--- src/rtl/lane_path_ctrl_pkg.sv ---
// Shared types and constants for the cross-lane network sequencer.
// Selector codes: bit 4 steers a lane onto the network, bits 3:0 carry the rotation.
package lane_path_ctrl_pkg;

  typedef enum logic [1:0] {
    LPC_IDLE = 2'd0,
    LPC_SRC  = 2'd1,
    LPC_WB   = 2'd2
  } lpc_state_t;

  localparam int         SEL_LANE_BIT = 4;
  localparam logic [4:0] SEL_WB_EXEC  = 5'h00;

  function automatic logic [4:0] lane_code(input logic [3:0] rot);
    logic [4:0] code;
    code               = SEL_WB_EXEC;
    code[SEL_LANE_BIT] = 1'b1;
    code[3:0]          = rot;
    return code;
  endfunction

endpackage

--- src/rtl/lane_path_ctrl_rot_seq.sv ---
// Beat sequencer shared by both op types: latches base/stride/len on load,
// then steps the lane rotation and beat counter on every unstalled beat.
module lane_rot_seq #(
  parameter int NUM_LANES = 16,
  parameter int LEN_W     = 4
) (
  input  logic             clock,
  input  logic             reset,
  input  logic             load,
  input  logic             advance,
  input  logic [3:0]       base,
  input  logic [3:0]       stride,
  input  logic [LEN_W-1:0] len,
  output logic [3:0]       rot,
  output logic             last
);

  localparam logic [3:0] ROT_MASK = 4'(NUM_LANES - 1);

  logic [3:0]       rot_r;
  logic [3:0]       stride_r;
  logic [LEN_W-1:0] len_r;
  logic [LEN_W-1:0] beat_r;

  // Operand latch and rotation/beat counters; the mask folds the wrap for narrow networks
  always_ff @(posedge clock) begin
    if (reset) begin
      rot_r    <= 4'd0;
      stride_r <= 4'd0;
      len_r    <= '0;
      beat_r   <= '0;
    end else if (load) begin
      rot_r    <= base & ROT_MASK;
      stride_r <= stride;
      len_r    <= len;
      beat_r   <= '0;
    end else if (advance) begin
      rot_r    <= (rot_r + stride_r) & ROT_MASK;
      beat_r   <= beat_r + LEN_W'(1);
    end else begin
      rot_r    <= rot_r;
      beat_r   <= beat_r;
    end
  end

  assign rot  = rot_r;
  assign last = (beat_r == len_r);

endmodule

--- src/rtl/lane_path_ctrl.sv ---
// Arbiter and sequencer for the shared cross-lane network: grants the source or
// write-back permute requester round-robin and broadcasts the per-beat selector codes.
module lane_path_ctrl
  import lane_path_ctrl_pkg::*;
#(
  parameter int NUM_LANES = 16,
  parameter int LEN_W     = 4
) (
  input  logic             clock,
  input  logic             reset,
  input  logic             I_Req_Src,
  input  logic [3:0]       I_Src_Base,
  input  logic [3:0]       I_Src_Stride,
  input  logic [LEN_W-1:0] I_Src_Len,
  output logic             O_Ack_Src,
  input  logic             I_Req_WB,
  input  logic [3:0]       I_WB_Base,
  input  logic [3:0]       I_WB_Stride,
  input  logic [LEN_W-1:0] I_WB_Len,
  output logic             O_Ack_WB,
  input  logic [1:0]       I_Local_Sel,
  input  logic             I_Stall,
  output logic             O_Lane_Req,
  output logic [4:0]       O_Sel_Path,
  output logic [4:0]       O_Sel_Path_WB,
  output logic             O_Beat_Valid,
  output logic             O_Done_Src,
  output logic             O_Done_WB,
  output logic             O_Busy
);

  lpc_state_t       state_r, state_nxt_s;
  logic             rr_last_wb_r;
  logic             idle_s, running_s, advance_s;
  logic             grant_src_s, grant_wb_s, load_s;
  logic [3:0]       base_s, stride_s, rot_s;
  logic [LEN_W-1:0] len_s;
  logic             last_s;

  // Arbitration: a lone request wins; on a tie the side that did not win last time goes
  always_comb begin
    idle_s      = (state_r == LPC_IDLE) && !reset;
    running_s   = (state_r != LPC_IDLE) && !reset;
    advance_s   = running_s && !I_Stall;
    grant_src_s = idle_s && I_Req_Src && (!I_Req_WB || rr_last_wb_r);
    grant_wb_s  = idle_s && I_Req_WB && !grant_src_s;
    load_s      = grant_src_s || grant_wb_s;
    if (grant_wb_s) begin
      base_s   = I_WB_Base;
      stride_s = I_WB_Stride;
      len_s    = I_WB_Len;
    end else begin
      base_s   = I_Src_Base;
      stride_s = I_Src_Stride;
      len_s    = I_Src_Len;
    end
  end

  lane_rot_seq #(
    .NUM_LANES (NUM_LANES),
    .LEN_W     (LEN_W)
  ) u_rot_seq (
    .clock   (clock),
    .reset   (reset),
    .load    (load_s),
    .advance (advance_s),
    .base    (base_s),
    .stride  (stride_s),
    .len     (len_s),
    .rot     (rot_s),
    .last    (last_s)
  );

  // Next-state: an op leaves its run state only on its final unstalled beat
  always_comb begin
    state_nxt_s = state_r;
    case (state_r)
      LPC_IDLE: begin
        if (grant_src_s) begin
          state_nxt_s = LPC_SRC;
        end else if (grant_wb_s) begin
          state_nxt_s = LPC_WB;
        end else begin
          state_nxt_s = LPC_IDLE;
        end
      end
      LPC_SRC, LPC_WB: begin
        if (advance_s && last_s) begin
          state_nxt_s = LPC_IDLE;
        end else begin
          state_nxt_s = state_r;
        end
      end
      default: state_nxt_s = LPC_IDLE;
    endcase
  end

  // State and round-robin history; reset favours src on the first tie
  always_ff @(posedge clock) begin
    if (reset) begin
      state_r      <= LPC_IDLE;
      rr_last_wb_r <= 1'b1;
    end else begin
      state_r <= state_nxt_s;
      if (grant_src_s) begin
        rr_last_wb_r <= 1'b0;
      end else if (grant_wb_s) begin
        rr_last_wb_r <= 1'b1;
      end else begin
        rr_last_wb_r <= rr_last_wb_r;
      end
    end
  end

  // Output decode from the state and rotation registers
  always_comb begin
    O_Sel_Path    = {3'b000, I_Local_Sel};
    O_Sel_Path_WB = SEL_WB_EXEC;
    case (state_r)
      LPC_SRC:  O_Sel_Path    = lane_code(rot_s);
      LPC_WB:   O_Sel_Path_WB = lane_code(rot_s);
      default: begin
        O_Sel_Path    = {3'b000, I_Local_Sel};
        O_Sel_Path_WB = SEL_WB_EXEC;
      end
    endcase
  end

  assign O_Ack_Src    = grant_src_s;
  assign O_Ack_WB     = grant_wb_s;
  assign O_Lane_Req   = (state_r == LPC_SRC);
  assign O_Busy       = (state_r != LPC_IDLE);
  assign O_Beat_Valid = advance_s;
  assign O_Done_Src   = advance_s && last_s && (state_r == LPC_SRC);
  assign O_Done_WB    = advance_s && last_s && (state_r == LPC_WB);

endmodule
--- config.mk ---
export PLATFORM = sky130hd
export DESIGN_NAME = lane_path_ctrl
export DESIGN_NICKNAME = d
export VERILOG_FILES = /design/src/rtl/lane_path_ctrl_pkg.sv /design/src/rtl/lane_path_ctrl_rot_seq.sv /design/src/rtl/lane_path_ctrl.sv
export SDC_FILE = /design/constraint.sdc
export NUM_CORES = 1
export LEC_CHECK = 0
export ABC_AREA = 1
export CORE_ASPECT_RATIO = 0.75
export CORE_UTILIZATION = 28
export CTS_BUF_LIST = sky130_fd_sc_hd__clkbuf_2
export CTS_CLUSTER_DIAMETER = 30
export DETAILED_ROUTE_END_ITERATION = 6
export GPL_TIMING_DRIVEN = 1
export PLACE_DENSITY_LB_ADDON = 0.2
export SYNTH_ARGS = -nofsm -noshare
export SYNTH_HDL_FRONTEND = slang
export SYNTH_HIERARCHICAL = 1
export SYNTH_SLANG_ARGS = --single-unit
--- constraint.sdc ---
create_clock -name clock -period 1.8 [get_ports clock]
set_input_delay 0.18 -clock clock [delete_from_list [all_inputs] [get_ports clock]]
set_output_delay 0.18 -clock clock [all_outputs]
set_load 0.03 [all_outputs]
-- After elaboration in Yosys (flattened, before gate mapping)
Cells that the tools add are included.
- register bits: 19
- bits of input ports: 31
- output and inout port bits: 17
- add/sub/neg operators: 2
- eq/ne operators: 4
- muxes and demuxes: 13
- reductions and logical operators: 22
- operator list (operator ; count):
    $mux W4 ; 5
    $logic_and A1 B1 Y1 ; 10
    $mux W5 ; 2
    $mux W2 ; 3
    $reduce_bool A2 Y1 ; 3
    $add A4 B1 Y4 const B ; 1
    $add A4 B4 Y4 ; 1
    $eq A4 B4 Y1 ; 1
    $logic_not A1 Y1 ; 4
    $pmux W2 S2 ; 1
    $reduce_or A2 Y1 ; 2
    $eq A2 B1 Y1 const B ; 1
    $eq A2 B2 Y1 const B ; 1
    $logic_not A2 Y1 ; 1
    $logic_or A1 B1 Y1 ; 2
    $mux W1 ; 2
    $ne A2 B2 Y1 const B ; 1

-- Logic depth before layout (Yosys ltp)
- depth after elaboration: 9
- gate-level depth with buffers: 14
- gate-level depth less buffers: 13

-- Cells and area by module
Netlist, hierarchy kept.
- modules (own cells, without submodules) (module ; times used ; cells each ; area an instance (um^2) ; sequential area each (um^2)):
    lane_rot_seq ; 1 ; 102 ; 772.0 ; 320.3
    lane_path_ctrl ; 1 ; 101 ; 504.2 ; 60.1

-- Least setup slack after synthesis
Ideal clock, no wire load.
- path kind: reg-to-reg
- start point: reg state_r[0]
- end point: reg u_rot_seq.rot_r[1], in the netlist u_rot_seq/rot[1]
- data arrival time: 2.089 ns
- data required time: 1.687 ns
- slack: -0.402 ns
- stages on the path, launching flop included: 8
- buffers on the path: 0
- period minus slack after synthesis: 2.202 ns
- cells stage by stage: dfxtp_1 inv_1 ha_1 nor3_1 nor2_1 a22o_1 o21ai_1 inv_1
- RTL lines (element ; line ; source):
    from (decl) ; lane_path_ctrl.sv:32 ; lpc_state_t state_r, state_nxt_s;
    from (signal assigned) ; lane_path_ctrl.sv:104 ; state_r <= state_nxt_s;
    $reduce_bool A2 Y1 ; lane_path_ctrl.sv:43 ; running_s = (state_r != LPC_IDLE) && !reset;
    $logic_and A1 B1 Y1 ; lane_path_ctrl.sv:43 ;
    $logic_and A1 B1 Y1 ; lane_path_ctrl.sv:44 ; advance_s = running_s && !I_Stall;
    net O_Beat_Valid ; lane_path_ctrl.sv:26 ; output logic O_Beat_Valid,
    $reduce_bool A2 Y1 (no source line) ; -- ;
    to (signal assigned) ; lane_path_ctrl_rot_seq.sv:33 ; rot_r <= base & ROT_MASK;
    to (signal assigned) ; lane_path_ctrl_rot_seq.sv:38 ; rot_r <= (rot_r + stride_r) & ROT_MASK;
    to (signal assigned) ; lane_path_ctrl_rot_seq.sv:41 ; rot_r <= rot_r;
    to (decl) ; lane_path_ctrl_rot_seq.sv:20 ; logic [3:0] rot_r;
The timed path passes the listed nets, and every way through them passes these cells.
A chain may end at the register's enable or synchronous reset.

-- Worst setup path after layout
- start point: reg u_rot_seq.beat_r[1]
- end point: out O_Done_WB
- longest elaborated chain between the ends: 3
- RTL lines (element ; line ; source):
    from (decl) ; lane_path_ctrl_rot_seq.sv:23 ; logic [LEN_W-1:0] beat_r;
    from (signal assigned) ; lane_path_ctrl_rot_seq.sv:39 ; beat_r <= beat_r + LEN_W'(1);
    from (signal assigned) ; lane_path_ctrl_rot_seq.sv:42 ; beat_r <= beat_r;
    $eq A4 B4 Y1 ; lane_path_ctrl_rot_seq.sv:47 ; assign last = (beat_r == len_r);
    net last_s ; lane_path_ctrl.sv:38 ; logic last_s;
    $logic_and A1 B1 Y1 (2 in a row) ; lane_path_ctrl.sv:135 ; assign O_Done_WB = advance_s && last_s && (state_r == LPC_WB);
    to (decl) ; lane_path_ctrl.sv:28 ; output logic O_Done_WB,
The timed path passes the listed nets, and every way through them passes these cells.

==> impl_metrics.yaml <==
placement:
  placed_area_um2: 1880
  gp_congestion: 0.805
  io_buffers: 47
  dp_hpwl_um: 2730
  post-place-ws_ns: -0.0300
synthesis:
  synth_warnings: 6
  synthArstFlopShare_pct: 0
  postSynthCellCount: 203
  synth-seq-cells: 19
  avgSynthCellArea_um2: 6.29
  syn_nets: 243
  synth_area_um2: 1280
  ys_seq_area_share_pct: 29.8
  synth_cell_types: 24
  synth_ff_type: "dfxtp_1"
  synth_edf_count: 0
setup_path:
  cp_max_fo: 3
  r2r_cells: 11
  cp_cell_sequence: "xor2_1 -> nor3_2 -> nand3_2 -> nor2_1 -> buf_4"
  endpoint: "O_Done_WB"
  path_buf_inv: 1
  critPathCaptureType: "output pin"
  cp.depth: 5
  path_delay_family: "simple AND/OR/NAND/NOR gates"
  worstSetupPathType: "flip-flop to output pin"
  cp_slowest_cell: "dfxtp_1"
  cp_data_arrival_time_ns: 1.52
  rrSetupSlack_ns: 0.15
  cp.required_ns: 1.62
  max_stage_delay_ns: 0.38
  crit_start: "u_rot_seq/beat_r[1]$_SDFFE_PP0P_"
  worstReg2RegEnd: "u_rot_seq/rot[1]$_SDFFE_PP0P_"
  cp-start-kind: "flip-flop"
  crit-reg2reg-launch: "state_r[0]$_SDFFE_PP0P_"
finish:
  layout-drive-gt1-share_pct: 20.4
  n_antenna_cell: 0
  area_growth_pct: 54.0
  finalInstanceArea_um2: 1970
  nNetsFinal: 306
sta:
  max_slew_margin_pct: 80.7
  rsz0062_at_grt: "true"
  tightest_slew_ns: 0.289
  whs_ns: 0.454
  min_period_ns: 1.70
  fmax_ghz: 0.587
  fin_setup_tns_ns: 0
  fin_crit_sh_pct: 94.6
  report.final.slew_viol_count: 0
  hold_violations: 0
  fin_worst_skew_ns: 0.00361
  setup_viol: 0
  fin_ws_ns: 0.0976
routing:
  viasPerCell: 4.32
  postRouteAntennaNets: 0
  via_count: 1383
  first_iter_violations: 54
  wl_per_cell_um: 11.0
  drc: 0
  drtPass1Iterations: 4
  totalWireLength_um: 3520
cts:
  cts_buffer_depth: 2
  clkSlewWorstSetupHoldPaths_ns: 0.19
  clock-sinks: 19
  root_buffer: "clkbuf_2"
  h-tree-depth: 1
  tritoncts: "done"
  clock_latency_ns: 0.31
  cts_made_buffers: 3
run_status:
  outcome: "completed"
grt:
  grt_max_degree: 11
  grt_usage_pct: 15.8
  grt_pass1_vias: 1277
  overflow: 0
  grt_pass1_wl_um: 5750
  antenna_found_initial: 0
floorplan:
  die_h_um: 60.5
  num_rows: 20
  io_pins: 48
  die_area_um2: 4830
  initial_core_util_pct: 30.4
  core_area_um2: 4200
  fp.dieW_um: 80.0
min_path:
  hold_class: "flip-flop to flip-flop"
  min_delay_path_depth: 1
power_and_ir_drop:
  p_per_area_nw_per_um2: 831
  leakage_nw: 0.999
  ir_drop_uv: 339
  power_w: 0.00163
run:
  cap_violations: 0
==> state kept, by name (all words and copies together), names as in the netlist <==
register and flops:
u_rot_seq/beat_r 4, u_rot_seq/len_r 4, u_rot_seq/rot 4, u_rot_seq/stride_r 4, state_r 2, rr_last_wb_r 1
==> cell usage after synthesis, types with 2 or more instances <==
| cell | count | area, um2 |
|---|---|---|
| ha_1 | 8 | 100 |
| dfxtp_1 | 19 | 380 |
| nand2_1 | 71 | 267 |
| nor2_1 | 22 | 82.6 |
| buf_4 | 3 | 22.5 |
| o21ai_0 | 13 | 65.1 |
| a21oi_1 | 8 | 40.0 |
| nand3_1 | 8 | 40.0 |
| nor3_1 | 3 | 15.0 |
| inv_1 | 29 | 109 |
| inv_2 | 2 | 7.51 |
| nor2_2 | 2 | 12.5 |
| xor2_1 | 2 | 17.5 |
| xnor2_1 | 3 | 26.3 |
==> worst min path at each step <==
| stage | from | endpoint | slack [ns] |
|---|---|---|---|
| 6_report | u_rot_seq/beat_r[3]$_SDFFE_PP0P_ | u_rot_seq/beat_r[3]$_SDFFE_PP0P_ | 0.45 |
| 5_1_grt | u_rot_seq/beat_r[3]$_SDFFE_PP0P_ | u_rot_seq/beat_r[3]$_SDFFE_PP0P_ | 0.47 |
| 4_1_cts | u_rot_seq/beat_r[3]$_SDFFE_PP0P_ | u_rot_seq/beat_r[3]$_SDFFE_PP0P_ | 0.49 |
| 3_5_place_dp | u_rot_seq/beat_r[3]$_SDFFE_PP0P_ | u_rot_seq/beat_r[3]$_SDFFE_PP0P_ | 0.46 |
| 3_3_place_gp | u_rot_seq/beat_r[3]$_SDFFE_PP0P_ | u_rot_seq/beat_r[3]$_SDFFE_PP0P_ | 0.46 |
| 2_1_floorplan | reset | state_r[1]$_SDFFE_PP0P_ | 0.25 |
==> kinds of logic after synthesis <==
group                    Yosys count  synth area share (%)
AND/OR/NAND/NOR                  110                  35.2
buffers and inverters             35                  11.8
AO/OA/AOI/OAI                     25                  10.4
flip-flops                        19                  29.8
adder cells (fa/ha/maj)            9                  9.41
XOR/XNOR                           5                  3.43
==> per-stage QoR <==
step | utilization (%) | instances
finish | 46.8 | 320
global route | 46.8 | 320
CTS | 46.5 | 320
detailed placement | 44.8 | 313
global placement | 44.8 | 313
floorplan | - | 203
==> placed cells by master, fill, tap and decap left out, types with 7 or more instances in the layout <==
master and count:
nor2_1 22, nand2_1 71, a21oi_1 8, clkbuf_2 11, nand3_1 7, dfxtp_1 14, buf_4 16, clkdlybuf4s50_1 30
inv_1 25, o21ai_0 12
==> layout make-up <==
class                   count  area [um2]
multi-input cells         149         807
flip-flops and latches     19         387
inverters                  31         126
well taps                  55        68.8
repair buffers             62         557
fillers                   444        2240
clock buffers               4        20.0
==> worst register-to-register path, delay by kind of cell, from the launching register on <==
family,cells,cell delay [ns]
AO/OA/AOI/OAI,2,0.33
adder cells (fa/ha/maj),1,0.15
buffers and inverters,3,0.30
AND/OR/NAND/NOR,5,0.42
flip-flops,1,0.38
==> where the power goes <==
group / internal [W] / switching (W)
clock network: 0.0000589 / 0.000138
logic: 0.000393 / 0.000502
registers: 0.000489 / 0.0000536
total: 0.000940 / 0.000693
==> routing by layer <==
metal	share of wire [%]	GRT usage [%]	vias up
met2	44	25.3	20
met5	0	0	-
li1	-	-	751
met1	52	21.9	610
met3	4.0	3.91	2
met4	0.54	3.06	0
==> repair_timing <==
item | CTS | global route
setup buffers | 3 | 3
endpoints found under the setup margin | 16 | 14
hold buffers | 0 | 0
resized for setup | 27 | 29
pin swaps | 3 | 5
Note: power is estimated with default switching activity, not from simulation.
==> patch 1 (config.mk and constraints unchanged) <==
Make the reset (`reset`) asynchronous in 2 clocked blocks.
--- a/src/rtl/lane_path_ctrl_rot_seq.sv
+++ b/src/rtl/lane_path_ctrl_rot_seq.sv
@@ -24,5 +24,5 @@
 
   // Operand latch and rotation/beat counters; the mask folds the wrap for narrow networks
-  always_ff @(posedge clock) begin
+  always_ff @(posedge clock or posedge reset) begin
     if (reset) begin
       rot_r    <= 4'd0;
--- a/src/rtl/lane_path_ctrl.sv
+++ b/src/rtl/lane_path_ctrl.sv
@@ -97,5 +97,5 @@
 
   // State and round-robin history; reset favours src on the first tie
-  always_ff @(posedge clock) begin
+  always_ff @(posedge clock or posedge reset) begin
     if (reset) begin
       state_r      <= LPC_IDLE;
Behaviour: differs if reset is asserted again (counterexample within 4 cycles, from zero or initial values and one cycle with reset high); with reset held inactive, the same outputs for 10 cycles.
==> patch 1 against the unedited design <==
Sequential cell count stayed put; total power is 46% higher; sequential power is 36% higher; setup slack worse by 72 ps; worst hold slack worse by 400 ps; design area is 4.6% higher; utilization is 1.8 points lower; combinational power is 63% higher; area after synthesis is 7.2% higher; routed wire length is 6.3% lower; clock skew is 2.0 ps lower; register-to-register slack hardly changed; critical endpoint is now O_Ack_WB; highest routed layer unchanged.
==> patch 1: results <==
{
  "pre_cts_slack_ps": 56.6,
  "tightest_slew_ps": 426,
  "met3_usage_pct": 3.21,
  "total_power_mw": 2.38,
  "synth_ff_type": "dfrtp_1",
  "place.gp.congestion": 0.857,
  "critical-path-max-stage-delay_ps": 420,
  "worstReg2RegEnd": "u_rot_seq/rot[2]",
  "fmax_mhz": 564,
  "power_leakage_nw": 1.10,
  "slowest_stage": "dfrtp_1",
  "worst_hold_slack_ps": 57.8,
  "dr_wl_met2_um": 1240,
  "drt-vias-per-instance": 4.30,
  "synth_common_cells": "nand2_1, inv_1, nand3_1, dfrtp_1, nor2_1",
  "intPower_mw": 1.27,
  "grtUsageMet1_pct": 22.0,
  "drive_gt1_share_pct": 22.3,
  "grt_max_degree": 17,
  "synthDistinctLibCells": 26,
  "grt_pass1_vias": 1151,
  "grtUsageTotal_pct": 13.4,
  "drt_iter0_markers": 159,
  "dp_hpwl_um": 2680,
  "dr_total_vias": 1347,
  "seq_cell_power_mw": 0.739,
  "arrival_ps": 1590,
  "totalWireLength_um": 3300,
  "synth_fp_nets": 234,
  "drtPass1Iterations": 4,
  "synth-async-reset-ratio_pct": 100,
  "postCtsSetupBuffers": 5,
  "final_nets": 297,
  "hp-class": "primary input to asynchronous set/reset pin",
  "dpl.cell_count": 302,
  "wl_met3_um": 265,
  "endpoint": "O_Ack_WB",
  "fin_skew_ps": 1.60,
  "wl_met1_um": 1770,
  "regToRegStartpoint": "state_r[0]",
  "status": "completed",
  "grt_pass1_wl_um": 5290,
  "ir_worst_vdd_mv": 0.401,
  "crit_type": "flip-flop to output port",
  "synth_area_leaders": "dfrtp_1, nand2_1, nand3_1, ha_1, inv_1",
  "crit_fanout": 13,
  "power_frac_comb_pct": 61.3,
  "yosysSeqAreaShare_pct": 34.9,
  "cpLargestDelayFamily": "flip-flops",
  "grtUsageMet2_pct": 16.9,
  "cts-resized-gates": 23,
  "r2r.worst_path.cells": 9
}
[patch 1: cell count changes in the layout (fill, tap and decap cells not counted), sizes merged, moves of 4 or more]
cell           unedited run  this run
inv                      31        26
clkdlybuf4s15             2         6
dfxtp                    19         0
dfrtp                     0        18
a21oi                     8         3
nor2                     24        10
o21ai                    14         6
nand2                    72        82
nand3                     9        22
clkbuf                   11         5
[patch 1: cell type report]
class,count,area (um^2)
Tap cell,57,71.3
Multi-Input combinational cell,144,813
Clock inverter,1,5.00
Inverter,26,97.6
Sequential cell,19,477
Fill cell,483,2520
Clock buffer,3,15.0
Timing Repair Buffer,63,577
[patch 1: cell families (layout without fill, tap and decap cells)]
group | after synthesis | in the layout | share of synthesized area [%]
AO/OA/AOI/OAI | 13 | 13 | 5.58
XOR/XNOR | 5 | 5 | 3.20
adder cells (fa/ha/maj) | 9 | 9 | 8.78
buffers and inverters | 31 | 93 | 10.4
flip-flops | 19 | 19 | 34.9
AND/OR/NAND/NOR | 117 | 117 | 37.1
==> patch 2 (same flow settings) <==
Without the edit above. `LEN_W` is set to 4 in 2 places; all go to 2.
--- a/src/rtl/lane_path_ctrl_rot_seq.sv
+++ b/src/rtl/lane_path_ctrl_rot_seq.sv
@@ -3,5 +3,5 @@
 module lane_rot_seq #(
   parameter int NUM_LANES = 16,
-  parameter int LEN_W     = 4
+  parameter int LEN_W     = 2
 ) (
   input  logic             clock,
--- a/src/rtl/lane_path_ctrl.sv
+++ b/src/rtl/lane_path_ctrl.sv
@@ -5,5 +5,5 @@
 #(
   parameter int NUM_LANES = 16,
-  parameter int LEN_W     = 4
+  parameter int LEN_W     = 2
 ) (
   input  logic             clock,
Ports: changed (resized I_Src_Len and I_WB_Len); port bits go from 48 to 44. The function was not compared with the original's and may differ.
==> patch 2 against the unedited design <==
Count of clock-buffer cells in the layout stayed put; design area is 16% lower; sequential share of layout area is 1.4 points lower; routed wire length is 25% lower; area after synthesis is 14% lower; maximum frequency is 0.11% higher; setup slack better by 1.8 ps; sequential cell count is 4 lower; first-iteration DRC count is 11% lower; worst hold slack better by 32 ps; total power is 0.12% higher; utilization is 2.4 points lower; largest cell class unchanged.
==> patch 2: results <==
{
  "holdPathStages": 2,
  "yosysSeqAreaShare_pct": 27.3,
  "power_leakage_nw": 0.874,
  "met3_usage_pct": 3.77,
  "clk_latency_ps": 290,
  "port_buffers": 43,
  "ir_worst_vdd_mv": 0.547,
  "swShare_pct": 46.8,
  "status": "completed",
  "synth_common_cells": "nand2_1, inv_1, nor2_1, dfxtp_1",
  "grtUsageMet2_pct": 18.4,
  "grt_pass1_wl_um": 4490,
  "dr_wl_met2_um": 1100,
  "path_clk_slew_ps": 150,
  "critical-path-max-stage-delay_ps": 350,
  "final_nets": 263,
  "grt_pass1_vias": 987,
  "relSlewSlack_pct": 80.1,
  "seq_cell_power_mw": 0.452,
  "grtUsageMet1_pct": 21.8,
  "synthDistinctLibCells": 26,
  "drt-vias-per-instance": 4.12,
  "cpLargestDelayFamily": "buffers and inverters",
  "synth_area_leaders": "dfxtp_1, nand2_1, inv_1, ha_1, nor2_1",
  "grtUsageTotal_pct": 13.8,
  "synth_fp_nets": 212,
  "drt_iter0_markers": 48,
  "crit_fanout": 5,
  "fin_skew_ps": 10.6,
  "slowest_stage": "dfxtp_2"
}
patch 2: changes by cell type after synthesis, sizes merged, moves of 2 or more:
cell,delta
nand3,-2
xnor2,-2
o21ai,-7
nand2,-5
dfxtp,-4
nor3,-2
a21oi,-4
inv,-2
nor2,-2
patch 2: timing repair:
action	4_1_cts	5_1_grt
endpoints found under the setup margin	15	16
resized for setup	14	20
setup buffers	3	0
pin swaps	0	1
patch 2: final timing paths:
path | startpoint | endpoint | slack (ps)
hold reg to reg | u_rot_seq/stride_r[3] | u_rot_seq/stride_r[3] | 490
setup reg to reg | state_r[1] | u_rot_seq/rot[3] | 190
setup / recovery | state_r[1] | O_Done_WB | 100
hold / removal | u_rot_seq/stride_r[3] | u_rot_seq/stride_r[3] | 490
patch 2: kinds of logic (layout without fill, tap and decap cells):
family	after synthesis	in the layout	share of synthesized area, %
buf+inv	34	84	13.6
fa+ha+maj	8	8	9.77
xor+xnor	4	4	3.18
flops	15	15	27.3
compound gates	15	15	7.61
simple gates	101	101	38.5
patch 2: final cells by class:
cell class	instances	area, um^2
clock buffers	4	20.0
fillers	404	2060
inverters	30	115
multi-input cells	128	699
flip-flops and latches	15	302
well taps	52	65.1
repair buffers	50	445
patch 2: stage by stage:
stage	cell area, um^2	instances	setup slack, ps	util [%]	power, mW
floorplan	1110	177	163	-	1.14
global placement	1590	272	99.4	42.8	1.44
detailed placement	1590	272	81.8	42.8	1.43
CTS	1620	279	7.25	43.8	1.58
global route	1650	279	11.0	44.4	1.80
finish	1650	279	99.4	44.4	1.64
patch 2: tightest hold or removal path, cell delays in order, from the launching register on:
cell	delay [ps]
dfxtp_1	340
inv_1	60
a21oi_1	60
